<file path="src/rtl/pc_fetch.sv">
// pc_fetch: fetch-stage PC sequencer with EX-resolved redirects, stall hold and the IF/ID register
module pc_fetch #(
  parameter logic [31:0] RESET_PC = 32'h0000_0000
) (
  input  logic        clk,
  input  logic        rst,
  input  logic        stall,
  input  logic [4:0]  ex_NPCOp,
  input  logic [31:0] ex_pc,
  input  logic [31:0] ex_imm,
  input  logic [31:0] ex_rs1,
  input  logic [31:0] imem_rdata,
  output logic [31:0] imem_addr,
  output logic [31:0] if_id_pc,
  output logic [31:0] if_id_inst,
  output logic        if_id_valid,
  output logic        flush,
  output logic        misalign,
  output logic [15:0] flush_cnt
);
  localparam logic [0:0] BOOT = 1'b0;
  localparam logic [0:0] RUN  = 1'b1;
  localparam logic [31:0] NOP = 32'h0000_0013;
  logic [0:0]  state;
  logic [31:0] pc, raw_target;
  logic        redir_jalr, redir_jal, redir_br, redirect, hold;
  // masking the whole encoding keeps the ignored upper bits out of the decode
  assign redir_jalr = |(ex_NPCOp & 5'b00100);
  assign redir_jal  = (ex_NPCOp & 5'b00110) == 5'b00010;
  assign redir_br   = (ex_NPCOp & 5'b00111) == 5'b00001;
  assign redirect   = redir_jalr | redir_jal | redir_br;
  assign raw_target = redir_jalr ? (ex_rs1 + ex_imm) & ~32'h1 : ex_pc + ex_imm;
  assign flush      = redirect;
  assign misalign   = redirect & (raw_target[1:0] != 2'b00);
  assign imem_addr  = pc;
  // the boot fetch of RESET_PC is always captured, so stall only bites in RUN
  assign hold       = stall & (state == RUN);
  always_ff @(posedge clk or posedge rst) begin
    if (rst) begin
      state       <= BOOT;
      pc          <= RESET_PC;
      if_id_pc    <= 32'h0;
      if_id_inst  <= NOP;
      if_id_valid <= 1'b0;
      flush_cnt   <= 16'h0;
    end else begin
      state <= RUN;
      pc    <= redirect ? {raw_target[31:2], 2'b00} : hold ? pc : pc + 32'd4;
      if (redirect) begin
        if_id_pc    <= 32'h0;
        if_id_inst  <= NOP;
        if_id_valid <= 1'b0;
        flush_cnt   <= flush_cnt + 16'd1;
      end else if (!hold) begin
        if_id_pc    <= pc;
        if_id_inst  <= imem_rdata;
        if_id_valid <= 1'b1;
      end
    end
  end
endmodule
</file>
<file path="config.mk">
export PLATFORM = sky130hd
export DESIGN_NAME = pc_fetch
export DESIGN_NICKNAME = d
export VERILOG_FILES = /design/src/rtl/pc_fetch.sv
export SDC_FILE = /design/constraint.sdc
export NUM_CORES = 1
export LEC_CHECK = 0
export ABC_AREA = 1
export ABC_CLOCK_PERIOD_IN_PS = 6350
export BUFFER_PORTS_ARGS = -buffer_cell sky130_fd_sc_hd__buf_4
export CAP_MARGIN = 20
export CORE_MARGIN = 2
export CORE_UTILIZATION = 45
export CTS_BUF_LIST = sky130_fd_sc_hd__clkbuf_4 sky130_fd_sc_hd__clkbuf_8
export DETAILED_ROUTE_END_ITERATION = 7
export PLACE_DENSITY = 0.7
export SETUP_SLACK_MARGIN = 0.2
export SLEW_MARGIN = 20
export SYNTH_ARGS = -nofsm -noshare
export SYNTH_HDL_FRONTEND = slang
export SYNTH_SLANG_ARGS = --single-unit
</file>
<file path="constraint.sdc">
create_clock -name clk -period 6.35 [get_ports clk]
set_input_delay 1.27 -clock clk [delete_from_list [all_inputs] [get_ports clk]]
set_output_delay 1.27 -clock clk [all_outputs]
set_load 0.02 [all_outputs]
</file>
# After elaboration in Yosys (flattened, before gate mapping)
# Cells that the tools add are included.
# W data, S select, Z words.
[op_classes]
add_sub_neg = 4
bitwise = 4
n_reduce_logical = 1
muxes = 9
n_eq_ne = 3
[ops]
columns = ["cell", "count"]
rows = [
  ["$mux W32", 7],
  ["$add A32 B32 Y32", 2],
  ["$add A32 B3 Y32 const B", 1],
  ["$add A16 B1 Y16 const B", 1],
  ["$eq A3 B1 Y1 const B", 1],
  ["$and A1 B1 Y1", 2],
  ["$eq A2 B1 Y1 const B", 1],
  ["$mux W1", 2],
  ["$ne A2 B2 Y1 const B", 1],
  ["$or A1 B1 Y1", 2],
  ["$reduce_bool A2 Y1", 1],
]
[totals]
register_bits = 114

# Logic depth before layout (Yosys ltp)
[logic_depth]
word_depth = 4
mapped_depth = 18
mapped_depth_nobuf = 18

# Worst setup path after synthesis
# No wires, ideal clock.
[synth_path]
kind = "input -> output"
from = "input ex_NPCOp[2]"
to = "output misalign"
n_path_buf = 3
stages = 7
slack_ns = 2.583
arrival_ns = 2.497
t_required_ns = 5.080
path_cell_list = "buf_6 > inv_4 > nand2_4 > clkbuf_1 > buf_2 > o21ai_0 > nor2_1"
[synth_via]
elab_chain_cells = 4
[synth_lines]
columns = ["element", "line", "text"]
rows = [
  ["start: declaration", "8", "input logic [4:0] ex_NPCOp,"],
  ["$eq A2 B1 Y1", "29", "assign redir_jal = (ex_NPCOp & 5'b00110) == 5'b00010;"],
  ["$or A1 B1 Y1", "31", "assign redirect = redir_jalr | redir_jal | redir_br;"],
  ["$or A1 B1 Y1 *", "31", ""],
  ["named net flush", "17", "output logic flush,"],
  ["$and A1 B1 Y1 *", "34", "assign misalign = redirect & (raw_target[1:0] != 2'b00);"],
  ["end: declaration", "18", "output logic misalign,"],
]
# The timed path passes the listed nets; every way through them passes the cells marked *.

# Final worst setup path
[layout_path]
from = "input ex_NPCOp[2]"
to = "output misalign"
[layout_via]
elab_chain_cells = 4
[layout_lines]
columns = ["element", "line"]
rows = [
  ["$eq A2 B1 Y1", "29"],
  ["$or A1 B1 Y1 (2 in series)", "31"],
  ["$and A1 B1 Y1 *", "34"],
]
# Mark *: on every way between the ends. The rest lies on a longest branch, timed or not.

==> run metrics <==
crit-path cells buf_4 -> inv_4 -> nand2_4 -> o21ai_0 -> nor2_1 -> buf_4; Worst Path Required 5.08 ns; Synth top area share 27.4%; GRT Resource Usage Total 27.3%; Max-Cap Viols 0; synth warn 0; vias in the first global route 9867; layout cells sized above 1 16.7%; Total Wirelength 31300 um; vias per inst 5.09; design area 12000 um^2; Syn Inst Count 1531; synthesis-to-layout area growth 23.3%; die width 151 um; n_diodes 0; Remaining Overflow, GRT 0; sequential share of the synthesized area 28.2%; Worst Setup End Kind primary output; Area contributors post-synth dfrtp_1, nand2_1, inv_1; max incr delay on CP 0.48 ns; sequential cell area 2760 um^2; detailed-route via count 10400; die height 151 um; final setup vio count 0; Reg clk slew, reported paths 0.10 ns; Synth area leader dfrtp_1; CTS tree done; final hold vios 0; worst min path class reg2reg; Die Area 22900 um^2; HPWL Detailed 25600 um; min cycle time layout 4.09 ns; PortBufs 244; final max-slew violation count 0; Placer Congestion 0.930; #FFs+latches synth 110; Cell Rows 53; clk root buf clkbuf_8; first-pass GRT wire length 49700 um; CTS Sinks 110; CTS Hold Buffers Added 0; Initial Util 46.2%; Remaining DRCs 0; DRT Pass-1 Iters 5; Critical Path Slowest Stage Cell nand2_4; fill cell count 2111; Rel. slew slack 47.4%; Post-synth EDFFs 0; worst skew pair latency 0.37 ns; distinct cell type count after synthesis 44; initial antenna violation count 0; Max Freq 245 MHz; H-tree depth 3; most frequent CP cell buf_4; clock buffer depth 2; most frequent cells after synthesis nand2_1, inv_1, nor2_1; Post CTS Setup Buffer Count 0; top-count cell post-synth nand2_1; Final Cycle Share 64.3%; top_reg_cell synth dfrtp_1; RSZ-0062 raised after global routing no; worst slew pin tran 0.788 ns; Static Leak 6.91 nW; Peak VDD IR 0.111 mV; Detail Route Antenna Nets 0; NumNets Final 1960; Cell Pwr Density 189 nW/um^2; placed inst area 11800 um^2; Worst Path Arrival 2.82 ns; critical path peak fanout 42; area of the multi-input gates 6000 um^2; largest net degree at the start of global routing 72; initial drt markers 751; wire length per cell 15.4 um; TNS Setup 0 ns; Core ar. 21200 um^2; CTS Buf Count 9; crit path launch type input pin; mapped cell area 9760 um^2; Layout Skew 0.00995 ns; status finished, final reports clean; I/O Pins 251; Setup Crit Path Kind in2out; Post-synth ARST share 100%; synthesized area per cell 6.38 um^2; post-cts sizing count 0
## critical path: cells and delay by family
| kind | cells | cell delay (ns) |
|---|---|---|
| AOI/OAI and AO/OA | 1 | 0.16 |
| buffers and inverters | 3 | 0.78 |
| and+or+nand+nor | 2 | 0.59 |
## sequential cells by signal, indices dropped and copies added (netlist names)
name and cells:
flush_cnt 16, if_id_inst 32, state 1, if_id_valid 1, if_id_pc 30, imem_addr 30
## per-stage QoR
stage,setup WS [ns],utilization [%],hold WS (ns),instances,power (mW)
2_1_floorplan,2.18,-,0.551,1534,1.46
3_3_place_gp,2.22,55.9,0.460,2023,1.83
3_5_place_dp,2.26,55.9,0.471,2023,1.84
4_1_cts,2.25,56.9,0.490,2038,2.28
5_1_grt,2.09,56.9,0.515,2038,2.44
6_report,2.26,56.9,0.489,2038,2.28
## final cells by class
cell class / instances / share of cell area (%)
inverter: 233 / 7.31
multi-input combinational: 1158 / 49.9
timing repair buffer: 247 / 15.4
sequential: 110 / 22.9
clock buffer: 9 / 1.03
tap: 275 / 2.86
clock inverter: 6 / 0.634
## where the power goes
part | leakage [nW] | internal [mW] | switching [mW]
logic | 5.39 | 0.363 | 0.593
registers | 1.42 | 0.772 | 0.104
clock network | 0.0958 | 0.187 | 0.255
total | 6.91 | 1.32 | 0.953
## final timing paths
kind	cells past startpoint	end	start	slack, ns
worst max-delay path	6	misalign	ex_NPCOp[2]	2.26
max in group asynchronous	3	if_id_pc[15]$_DFFE_PP0P_	rst	4.15
min in group asynchronous	2	if_id_inst[10]$_DFFE_PP0P_	rst	0.99
worst min-delay path	1	flush_cnt[15]$_DFFE_PP0N_	flush_cnt[15]$_DFFE_PP0N_	0.49
worst min register to register	1	flush_cnt[15]$_DFFE_PP0N_	flush_cnt[15]$_DFFE_PP0N_	0.49
worst max register to register	6	if_id_pc[26]$_DFFE_PP0P_	state$_DFF_PP0_	3.91
## cells by family after synthesis
group,share of synthesized area (%)
buf+inv,10.5
other cells,0.0769
fa+ha+maj,8.48
compound gates,13.5
flops,28.2
simple gates,35.2
xor+xnor,3.95
## layout by cell type, fill, tap and decap left out, drive strengths merged, types with 3 or more instances in the layout
master    n
a21oi    87
a22o     33
a22oi     6
buf     247
clkbuf    9
conb      5
dfrtp   107
dfstp     3
ha       63
inv     236
nand2   528
nand3    88
nand3b    8
nand4    16
nor2    144
nor3     21
nor4      8
o21ai    84
o21bai    9
o22a      3
xnor2     7
xor2     37
## layer usage
layer | track usage (%) | share of wire, % | vias to the layer above
li1 | - | - | 5328
met5 | 0 | 0 | -
met2 | 45.7 | 46 | 361
met3 | 3.40 | 6.3 | 47
met1 | 37.4 | 46 | 4637
met4 | 7.01 | 2.5 | 0
No activity file was read; power rests on OpenSTA's default activity.
